--- src/rtl/pando_ts_pkg.sv ---
// Shared timestamp types for the timestamp generator, the event tagger and the packetizer.
package pando_ts_pkg;

  localparam int TS_WIDTH = 64;

  typedef logic [TS_WIDTH-1:0] timestamp_t;

  // Occupancy counters need one extra bit so that "full" is distinguishable from "empty".
  function automatic int level_width(input int depth);
    return $clog2(depth) + 1;
  endfunction

endpackage

--- src/rtl/timestamp_event_tagger_sync_fifo.sv ---
// Single-clock FIFO with wrap-bit pointers; accepts a push while full if a pop frees a slot.
module sync_fifo
  import pando_ts_pkg::*;
#(
  parameter int WIDTH = 8,
  parameter int DEPTH = 8
) (
  input  logic                        clk,
  input  logic                        reset,
  input  logic                        push,
  input  logic [WIDTH-1:0]            push_data,
  input  logic                        pop,
  output logic [WIDTH-1:0]            pop_data,
  output logic                        full,
  output logic                        empty,
  output logic [level_width(DEPTH)-1:0] level
);

  localparam int AW = $clog2(DEPTH);

  logic [AW:0]      wr_ptr;
  logic [AW:0]      rd_ptr;
  logic [WIDTH-1:0] mem [DEPTH];
  logic             do_push;
  logic             do_pop;

  assign empty = (wr_ptr == rd_ptr);
  assign full  = (wr_ptr[AW] != rd_ptr[AW]) && (wr_ptr[AW-1:0] == rd_ptr[AW-1:0]);
  assign level = wr_ptr - rd_ptr;

  assign do_pop  = pop && !empty;
  assign do_push = push && (!full || do_pop);

  // Gated to zero when empty so the head output reads 0 out of reset.
  assign pop_data = empty ? '0 : mem[rd_ptr[AW-1:0]];

  always_ff @(posedge clk) begin
    if (reset) begin
      wr_ptr <= '0;
      rd_ptr <= '0;
    end else begin
      if (do_push) wr_ptr <= wr_ptr + 1'b1;
      if (do_pop)  rd_ptr <= rd_ptr + 1'b1;
    end
  end

  // NOTE: storage is deliberately not reset; the pointers alone define which entries are valid.
  always_ff @(posedge clk) begin
    if (do_push) mem[wr_ptr[AW-1:0]] <= push_data;
  end

endmodule

--- src/rtl/timestamp_event_tagger.sv ---
// Tags rising edges of a detector event with the current timestamp and queues them for readout.
module timestamp_event_tagger
  import pando_ts_pkg::*;
#(
  parameter int TS_WIDTH   = pando_ts_pkg::TS_WIDTH,
  parameter int DEPTH      = 8,
  parameter int DROP_WIDTH = 32
) (
  input  logic                      clk,
  input  logic                      reset,
  input  logic                      run,
  input  logic [TS_WIDTH-1:0]       timestamp,
  input  logic                      event_in,
  output logic                      out_valid,
  input  logic                      out_ready,
  output logic [TS_WIDTH-1:0]       out_data,
  output logic [DROP_WIDTH-1:0]     drop_count,
  output logic [$clog2(DEPTH):0]    fifo_level
);

  logic event_d;
  logic run_d;
  logic event_fire;
  logic run_start;
  logic pop_fire;
  logic fifo_full;
  logic fifo_empty;
  logic push_ok;
  logic drop;

  assign event_fire = event_in && !event_d && run;
  assign run_start  = run && !run_d;
  assign out_valid  = !fifo_empty;
  assign pop_fire   = out_valid && out_ready;
  assign push_ok    = !fifo_full || pop_fire;
  assign drop       = event_fire && !push_ok;

  always_ff @(posedge clk) begin
    if (reset) begin
      event_d <= 1'b0;
      run_d   <= 1'b0;
    end else begin
      event_d <= event_in;
      run_d   <= run;
    end
  end

  // A drop in the very first cycle of a run is counted against the freshly cleared counter.
  always_ff @(posedge clk) begin
    if (reset) begin
      drop_count <= '0;
    end else if (run_start) begin
      drop_count <= DROP_WIDTH'(drop);
    end else if (drop && (drop_count != '1)) begin
      drop_count <= drop_count + 1'b1;
    end
  end

  sync_fifo #(
    .WIDTH (TS_WIDTH),
    .DEPTH (DEPTH)
  ) u_fifo (
    .clk       (clk),
    .reset     (reset),
    .push      (event_fire && push_ok),
    .push_data (timestamp),
    .pop       (out_ready),
    .pop_data  (out_data),
    .full      (fifo_full),
    .empty     (fifo_empty),
    .level     (fifo_level)
  );

endmodule

--- config.mk ---
export PLATFORM = sky130hd
export DESIGN_NAME = timestamp_event_tagger
export DESIGN_NICKNAME = d
export VERILOG_FILES = /design/src/rtl/pando_ts_pkg.sv /design/src/rtl/timestamp_event_tagger_sync_fifo.sv /design/src/rtl/timestamp_event_tagger.sv
export SDC_FILE = /design/constraint.sdc
export NUM_CORES = 1
export LEC_CHECK = 0
export ABC_AREA = 1
export CAP_MARGIN = 5
export CORE_UTILIZATION = 45
export CTS_BUF_LIST = sky130_fd_sc_hd__clkbuf_8
export CTS_CLUSTER_DIAMETER = 100
export DETAILED_ROUTE_END_ITERATION = 6
export GPL_ROUTABILITY_DRIVEN = 0
export PLACE_DENSITY = 0.66
export SLEW_MARGIN = 20
export SYNTH_ARGS = -nofsm -noshare
export SYNTH_HDL_FRONTEND = slang
export SYNTH_SLANG_ARGS = --single-unit
--- constraint.sdc ---
create_clock -name clk -period 6.9 [get_ports clk]
set_clock_uncertainty 0.2 [all_clocks]
set_input_delay 1.38 -clock clk [delete_from_list [all_inputs] [get_ports clk]]
set_output_delay 1.38 -clock clk [all_outputs]
set_load 0.03 [all_outputs]
## Word level (Yosys, flattened, before mapping)

Memories as Yosys holds them, arrays and structs flattened. A register that Yosys moved wholly into a read port is not among the register bits.
Index checks and enable logic that the tools add are counted.

| word-level totals | value |
|---|---|
| bits in read-only memories | 0 |
| bits in registers | 42 |
| bits in latches | 0 |
| logic and storage cells | 39 |
| memories | 1 |
| memory bits (writable) | 512 |
| output and inout port bits | 101 |
| bits of input ports | 69 |

| cells by class | value |
|---|---|
| order comparisons | 0 |
| shifts and indexed selects | 0 |
| mux-type cells | 7 |
| divide/modulo/power cells | 0 |
| reduce and logical (&&, ||, !) cells | 17 |
| $mul | 0 |
| bitwise operators | 0 |
| equality and inequality tests | 4 |
| add/sub/neg operators | 4 |

Memory list:

| memory | depth | width | rd ports | clocked after Yosys merged registers in | write ports | RTL line | text |
|---|---|---|---|---|---|---|---|
| u_fifo.mem | 8 | 64 | 1 | 1 | 1 | timestamp_event_tagger_sync_fifo.sv:23 | `logic [WIDTH-1:0] mem [DEPTH];` |

Operators by type and width:

| cell | number |
|---|---|
| two-way mux 64 bit | 1 |
| adder 32 x 1 -> 32 bit, second input constant | 1 |
| != test 32 bit, second input constant | 1 |
| logical AND 1 bit | 9 |
| adder 4 x 1 -> 4 bit, second input constant | 2 |
| two-way mux 3 bit | 2 |
| logical NOT 1 bit | 5 |
| equality test 4 bit | 1 |
| two-way mux 1 bit | 4 |
| subtractor 4 bit | 1 |
| equality test 3 bit | 1 |
| nonzero test 2 bit | 1 |
| OR reduction 2 bit | 1 |
| logical OR 1 bit | 1 |
| != test 1 bit | 1 |

## Logic depth before layout (Yosys ltp)

Gate-level depths: netlist of the first run.

| logic depth | value |
|---|---|
| depth in word-level cells | 9 |
| gate-level depth with buffers | 11 |
| gate-level depth less buffers | 11 |

## Cells and area by module

A second synthesis of the first run with hierarchy kept.

| second synthesis, totals | value |
|---|---|
| cells, all modules | 2,089 |
| area total of the unflattened synthesis | 23,069.6 µm² |

By module, submodules not included:

| module | seq. area each (µm²) | cells an instance | area each (µm²) | instances |
|---|---|---|---|---|
| sync_fifo | 15,595.0 | 1,741 | 20,926.3 | 1 |
| timestamp_event_tagger | 680.7 | 348 | 2,143.3 | 1 |

## Worst setup path before layout of the first run

No wires, ideal clock.

| timing | value |
|---|---|
| path kind | input port to flip-flop |
| from | in out_ready |
| to | mem u_fifo.mem[6][0] (netlist bit) (enable) |
| arrival time | 6.104 ns |
| setup time | 0.565 ns |
| stages | 4 |
| slack | 0.031 ns |
| data required time | 6.135 ns |
| path buffers | 0 |
| cell sequence | inv_1 > nand3_1 > nand3_1 > nor3_1 |

| on the way | value |
|---|---|
| longest elaborated chain between the ends | 6 |

Ends and longest elaborated chain:

| element | RTL line | text |
|---|---|---|
| from (decl) | timestamp_event_tagger.sv:15 | `input logic out_ready,` |
| logical AND 1 bit * | timestamp_event_tagger_sync_fifo.sv:31, timestamp_event_tagger.sv:34 |  |
| logical OR 1 bit * | timestamp_event_tagger_sync_fifo.sv:32, timestamp_event_tagger.sv:35 |  |
| logical AND 1 bit | timestamp_event_tagger.sv:65 | `.push (event_fire && push_ok),` |
| logical AND 1 bit * | timestamp_event_tagger_sync_fifo.sv:32 | `assign do_push = push && (!full \|\| do_pop);` |
| two-way mux 1 bit * | timestamp_event_tagger_sync_fifo.sv:49 | `if (do_push) mem[wr_ptr[AW-1:0]] <= push_data;` |
| two-way mux 1 bit (not written as such) * | timestamp_event_tagger_sync_fifo.sv:49 |  |
| to (decl) | timestamp_event_tagger_sync_fifo.sv:23 |  |

Mark *: on every way between the ends. The rest lies on a longest branch, timed or not.

## Worst setup path in the final report of the first run

| timing | value |
|---|---|
| from | reg u_fifo.rd_ptr[1] |
| to | out out_data[16] |

| on the way | value |
|---|---|
| longest elaborated chain between the ends | 2 |

Ends and longest elaborated chain:

| element | RTL line | text |
|---|---|---|
| from (decl) | timestamp_event_tagger_sync_fifo.sv:22 | `logic [AW:0] rd_ptr;` |
| from (signal assigned) | timestamp_event_tagger_sync_fifo.sv:43 | `if (do_pop) rd_ptr <= rd_ptr + 1'b1;` |
| equality test 4 bit | timestamp_event_tagger_sync_fifo.sv:27 | `assign empty = (wr_ptr == rd_ptr);` |
| two-way mux 64 bit | timestamp_event_tagger_sync_fifo.sv:35 | `assign pop_data = empty ? '0 : mem[rd_ptr[AW-1:0]];` |
| to (decl) | timestamp_event_tagger.sv:16 | `output logic [TS_WIDTH-1:0] out_data,` |

Every way passes these cells.

==> implementation parameters, run 1 <==
Parameter                              Value

Clocking
  Insertion delay of the later-clocked pin in the worst-skew pair    670 ps
  CTS tree    done
  Number of levels the H-tree was split into    3
  Post CTS Setup Buffer Count    0
  Clock transition at path regs    60 ps
  Post-CTS Hold Fix Bufs    0
  Master cell of the clock root buffer    sky130_fd_sc_hd__clkbuf_8
  Post-CTS sizing    0
  Clock net sink count    557
  Number of buffers inserted during clock tree synthesis    93
  Maximum number of buffers from clock root to sink    3

Finish
  Share of post-route cells with drive strength above 1    0.0713
  Number of nets at the end of the flow    roughly 2200
  Area Growth Syn to Fin    18.0%
  Post-layout util    0.542

Worst setup path
  Element type at the critical path start    flop
  Critical path cell sequence    inv_1 -> ha_1 -> nand2_1 -> nor2_1 -> inv_1 -> nor2_1 -> inv_2 -> buf_4 -> o21ai_0 -> a31oi_1 -> clkdlybuf4s50_1
  Cell with the biggest individual delay on the critical path    sky130_fd_sc_hd__clkdlybuf4s50_1
  Classification of the worst setup path    reg2out
  Critical path fanouts, max    33
  Total buffers and inverters traversed by the critical path    5
  Worst EP required    5320 ps
  Crit path DAT    3810 ps
  Critical path endpoint category    output port
  Cell family with the largest share of critical-path delay    buffers and inverters
  Delay contributed by the slowest stage of the critical path    750 ps

Routing
  WL/cell    18.8 µm
  ANT nets after route    0
  Count of TritonRoute iterations in the first routing pass    5
  Number of vias after detailed routing    15500
  # DRC    0
  Detailed-route wire length    54700 µm
  Average via count per standard cell    5.34
  First-iteration detailed-routing DRC count    1361

Placement
  Port-buffer cells    169
  Estimated wirelength of the detail-placed design    30000 µm

Die
  Initial cell density of the core    0.460
  Site row count    between 80 and 90
  Ports    170
  Die outline width    227 µm
  Overall die height    227 µm
  Core region area    49400 µm²
  Area of the die    51300 µm²

GRT
  Pin count of the biggest net entering global routing    257
  Initial antenna violation count    1
  First-pass GRT wire length    84600 µm
  Number of global-route vias before repair    14900
  Total Routing Usage GR    0.216
  Total congestion overflow    0

Timing
  Min Tclk post-route    ~5400 ps
  Number of setup violations in the final report    0
  Sum of negative setup slack    0 ps
  Slew headroom    0.311
  Transition time at the pin with the least slew margin    1030 ps
  Final hold violation count    0
  Final clock period utilization by the worst path    0.782
  Count of pins over their slew limit    0
  Unrepaired setup endpoints after global routing    no
  Highest attainable clock frequency    185 MHz

Run
  Max_cap viols    0

Yosys
  Proportion of register bits with asynchronous set or reset after synthesis    0
  Post-Synthesis Cell Area    22700 µm²
  Synthesized flop and latch total    557
  Total number of yosys warnings    0
  Mean Syn Cell Area    11.4 µm²
  Post-synthesis net count    2069
  Synth Flop Type    sky130_fd_sc_hd__edfxtp_1
  Sequential area share after synthesis    0.718
  Number of cells produced by synthesis    around 2000
  Synth unique cells    28
  Count of flip-flops with a built-in enable after synthesis    512

Run status
  Run status    completed

Worst hold path
  Path category of the worst min-delay check    reg2reg

Power
  Worst supply voltage drop on vdd    0.196 mV
  Leakage component of the power    0.00884 µW
  PD cells    301 nW/µm²
-- cell type report --
| cell class | instances | area (µm²) |
|---|---|---|
| fill | 4166 | 22600 |
| sequential | 557 | 16300 |
| multi-input combinational | 1264 | 5740 |
| timing repair buffer | 192 | 1950 |
| clock buffer | 93 | 1280 |
| tap | 664 | 831 |
| clock inverter | 76 | 437 |
| inverter | 61 | 238 |
| antenna | 1 | 2.50 |
-- per-stage QoR --
stage	instances	area (µm²)	power [µW]	hold slack (ps)	setup slack, ps
after floorplan	1993	22700	4800	243	30.7
after global placement	2737	25000	5410	258	2180
after detailed placement	2737	25000	5430	272	2130
after CTS	2906	26700	8130	282	1390
after global routing	2908	26800	8420	316	1310
final	2908	26800	8060	280	1510
-- worst register-to-register path: stages, from the launching register on --
cell and delay (ps):
sky130_fd_sc_hd__dfxtp_1 450, sky130_fd_sc_hd__inv_1 80, sky130_fd_sc_hd__ha_1 290, sky130_fd_sc_hd__nand2_1 80
sky130_fd_sc_hd__nor2_1 60, sky130_fd_sc_hd__nand3_1 160, sky130_fd_sc_hd__nand2_1 210, sky130_fd_sc_hd__nor2_1 140
sky130_fd_sc_hd__inv_1 140, sky130_fd_sc_hd__nor2_4 380, sky130_fd_sc_hd__buf_4 780
-- registers in the layout (all words and copies together) (netlist names), named ones only --
signal / count
u_fifo.rd_ptr: 4
u_fifo.mem: 512
drop_count: 32
u_fifo.wr_ptr: 4
event_d: 1
run_d: 1
-- Yosys cell counts (16+ instances only) --
library cell / number / area, µm²
sky130_fd_sc_hd__nor2_1: 527 / 1980
sky130_fd_sc_hd__edfxtp_1: 512 / 15400
sky130_fd_sc_hd__o21ai_0: 367 / 1840
sky130_fd_sc_hd__nand2_1: 181 / 679
sky130_fd_sc_hd__a31oi_1: 64 / 400
sky130_fd_sc_hd__clkbuf_1: 60 / 225
sky130_fd_sc_hd__inv_1: 57 / 214
sky130_fd_sc_hd__dfxtp_1: 45 / 901
sky130_fd_sc_hd__a21oi_1: 36 / 180
sky130_fd_sc_hd__buf_2: 30 / 150
sky130_fd_sc_hd__nand3_1: 26 / 130
sky130_fd_sc_hd__o21ai_1: 25 / 125
sky130_fd_sc_hd__buf_1: 16 / 60.1
-- placed cells by master, fill, tap and decap left out, types with 17 or more instances in the layout --
cell and n:
sky130_fd_sc_hd__o21ai_0 367, sky130_fd_sc_hd__edfxtp_1 512, sky130_fd_sc_hd__inv_1 80, sky130_fd_sc_hd__a31oi_1 64, sky130_fd_sc_hd__clkinv_1 32, sky130_fd_sc_hd__o21ai_1 25, sky130_fd_sc_hd__clkbuf_8 93, sky130_fd_sc_hd__clkdlybuf4s50_1 169
sky130_fd_sc_hd__a21oi_1 36, sky130_fd_sc_hd__dfxtp_1 43, sky130_fd_sc_hd__buf_4 17, sky130_fd_sc_hd__nand3_1 26, sky130_fd_sc_hd__nand2_1 181, sky130_fd_sc_hd__nor2_1 520
-- logic make-up (layout without fill, tap and decap cells) --
kind of cell             after synthesis  after routing  synth area share
AND/OR/NAND/NOR                      751            751             0.129
other                                  0              1                 0
XOR/XNOR                              14             14           0.00541
adder cells (fa/ha/maj)                7              7           0.00419
flip-flops                           557            557             0.718
AO/OA/AOI/OAI                        492            492             0.112
buffers and inverters                172            422            0.0319
-- metal layers --
metal / vias up / GRT usage / part of all wire
met4: 0 / 0.0582 / 0.018
met5: - / 0 / 0
met1: 7525 / 0.291 / 0.43
met2: 541 / 0.360 / 0.49
met3: 81 / 0.0386 / 0.059
li1: 7368 / - / -
-- final timing paths --
path              slack [ps]  depth (start not counted)              from                 to
setup / recovery        1510                         11  u_fifo.rd_ptr[1]       out_data[16]
hold / removal           280                          1  u_fifo.wr_ptr[3]   u_fifo.wr_ptr[3]
setup reg to reg        3520                         10  u_fifo.rd_ptr[1]  u_fifo.mem[5][35]
hold reg to reg          280                          1  u_fifo.wr_ptr[3]   u_fifo.wr_ptr[3]
-- report_power, final --
part | internal [µW] | switching [µW] | leakage [µW]
Clock | 1380 | 1320 | 0.000965
Combinational | 537 | 1080 | 0.00289
Sequential | 3720 | 16.0 | 0.00498
(Power assumes the default switching activity.)
==> inputs of run 2 (changes only) <==
--- a/config.mk
+++ b/config.mk
@@ -12,7 +12,6 @@
 export CTS_CLUSTER_DIAMETER = 100
 export DETAILED_ROUTE_END_ITERATION = 6
 export GPL_ROUTABILITY_DRIVEN = 0
-export PLACE_DENSITY = 0.66
 export SLEW_MARGIN = 20
 export SYNTH_ARGS = -nofsm -noshare
 export SYNTH_HDL_FRONTEND = slang
==> constraint.sdc (replaced) <==
create_clock -name clk -period 5.3 [get_ports clk]
set_clock_uncertainty 0.2 [all_clocks]
set_input_delay 1.06 -clock clk [delete_from_list [all_inputs] [get_ports clk]]
set_output_delay 1.06 -clock clk [all_outputs]
set_load 0.03 [all_outputs]
==> implementation parameters, run 2 (synthesized netlist as in run 1, its figures left out) <==
Parameter                              Value

Run status
  Run status    completed

Timing
  Highest attainable clock frequency    between 200 and 250 MHz
  Slew headroom    0.310
  Min Tclk post-route    4880 ps
  Sum of negative setup slack    0 ps
  Transition time at the pin with the least slew margin    about 1000 ps
  Number of setup violations in the final report    0
  Final clock period utilization by the worst path    0.921
  Final hold violation count    0
  Unrepaired setup endpoints after global routing    no
  Count of pins over their slew limit    0

GRT
  Number of global-route vias before repair    14800
  Total Routing Usage GR    0.214
  Initial antenna violation count    5
  First-pass GRT wire length    83700 µm
  Pin count of the biggest net entering global routing    257
  Total congestion overflow    0

Worst setup path
  Critical path endpoint category    output port
  Delay contributed by the slowest stage of the critical path    740 ps
  Cell family with the largest share of critical-path delay    buffers and inverters
  Crit path DAT    3620 ps
  Critical path fanouts, max    146
  Total buffers and inverters traversed by the critical path    3
  Most used cell, CP    sky130_fd_sc_hd__o21ai_0
  Worst EP required    4040 ps
  Classification of the worst setup path    reg2out
  Critical path cell sequence    buf_12 -> buf_16 -> nor2_1 -> nor2_1 -> o21ai_0 -> o21ai_0 -> o21ai_0 -> a31oi_1 -> clkdlybuf4s50_1
  Element type at the critical path start    flop
  Cell with the biggest individual delay on the critical path    sky130_fd_sc_hd__clkdlybuf4s50_1

Clocking
  Clock net sink count    approximately 560
  CTS tree    done
  Post-CTS sizing    0
  Master cell of the clock root buffer    sky130_fd_sc_hd__clkbuf_8
  Clock transition at path regs    60 ps
  Number of buffers inserted during clock tree synthesis    93
  Post-CTS Hold Fix Bufs    0
  Post CTS Setup Buffer Count    0
  Maximum number of buffers from clock root to sink    3
  Number of levels the H-tree was split into    3
  Insertion delay of the later-clocked pin in the worst-skew pair    670 ps

Die
  Initial cell density of the core    0.460
  Die outline width    227 µm
  Ports    170
  Site row count    between 80 and 90
  Core region area    49400 µm²
  Overall die height    between 200 and 250 µm
  Area of the die    51300 µm²

Finish
  Largest register FFs    512
  Commonest cells after routing, fill and taps aside    sky130_fd_sc_hd__nor2_1 (520), sky130_fd_sc_hd__edfxtp_1 (512), sky130_fd_sc_hd__o21ai_0 (367), sky130_fd_sc_hd__nand2_1 (181), sky130_fd_sc_hd__clkdlybuf4s50_1 (169)
  Area Growth Syn to Fin    18.2%
  Number of nets at the end of the flow    between 2000 and 2500
  Post-route cell area    about 27000 µm²
  Share of post-route cells with drive strength above 1    0.0722
  Commonest non-fill, non-tap cell in the layout    sky130_fd_sc_hd__nor2_1

Routing
  Average via count per standard cell    approximately 5.2
  ANT nets after route    0
  Detailed-route wire length    54500 µm
  First-iteration detailed-routing DRC count    1275
  WL/cell    roughly 19 µm
  Count of TritonRoute iterations in the first routing pass    5
  # DRC    0
  Number of vias after detailed routing    15300

Placement
  Port-buffer cells    169
  DP Area    25100 µm²
  Estimated wirelength of the detail-placed design    28400 µm

Power
  Leakage component of the power    0.00890 µW
  PD cells    389 nW/µm²
  Worst supply voltage drop on vdd    between 0.2 and 0.3 mV

Run
  Max_cap viols    0

Worst hold path
  Path category of the worst min-delay check    reg2reg
[run 2: power by group]
group          switching [µW]  internal [µW]  total [µW]
Clock                    1690           1750        3440
Combinational            1400            714        2110
Sequential               25.8           4850        4870
[run 2: final timing paths]
check | start | slack [ps] | cells past startpoint | to
hold reg to reg | u_fifo.wr_ptr[3] | 280 | 1 | u_fifo.wr_ptr[3]
setup reg to reg | u_fifo.rd_ptr[1] | 2260 | 8 | u_fifo.mem[4][12]
setup / recovery | flop | 420 | 9 | out_data[47]
hold / removal | u_fifo.wr_ptr[3] | 280 | 1 | u_fifo.wr_ptr[3]
[run 2: area by class of cell]
| class | count | area, µm² |
|---|---|---|
| clock inverters | 70 | 334 |
| inverters | 61 | 236 |
| well taps | 664 | 831 |
| flip-flops and latches | 557 | 16300 |
| clock buffers | 97 | 1340 |
| diodes | 4 | 10.0 |
| multi-input cells | 1264 | 5750 |
| repair buffers | 195 | 2040 |
| fillers | 4271 | 22500 |
[run 2: layer usage]
| metal | share of wire | up-vias | GRT usage |
|---|---|---|---|
| met5 | 0.00020 | - | 0 |
| met4 | 0.022 | 2 | 0.0717 |
| met3 | 0.052 | 89 | 0.0450 |
| met2 | 0.48 | 392 | 0.346 |
| met1 | 0.45 | 7413 | 0.289 |
| li1 | - | 7385 | - |
[run 2: through the flow]
step	hold WS [ps]	std cells	total power [µW]	utilization	setup slack, ps
4_1_cts	287	2907	10500	0.543	387
3_5_place_dp	276	2740	7090	0.509	1140
6_report	279	2912	10400	0.543	418
5_1_grt	307	2911	10900	0.543	57.3
3_3_place_gp	263	2740	7070	0.509	1110
2_1_floorplan	243	1993	6240	-	367
[run 2: worst reg2reg max path, stage by stage, from the launching register on]
cell                      delay, ps
sky130_fd_sc_hd__dfxtp_1        420
sky130_fd_sc_hd__inv_1           70
sky130_fd_sc_hd__ha_1           290
sky130_fd_sc_hd__nand2_1         80
sky130_fd_sc_hd__nor2_1          50
sky130_fd_sc_hd__nand3_1        170
sky130_fd_sc_hd__nand3_1        380
sky130_fd_sc_hd__nor2_4         600
sky130_fd_sc_hd__buf_4          430
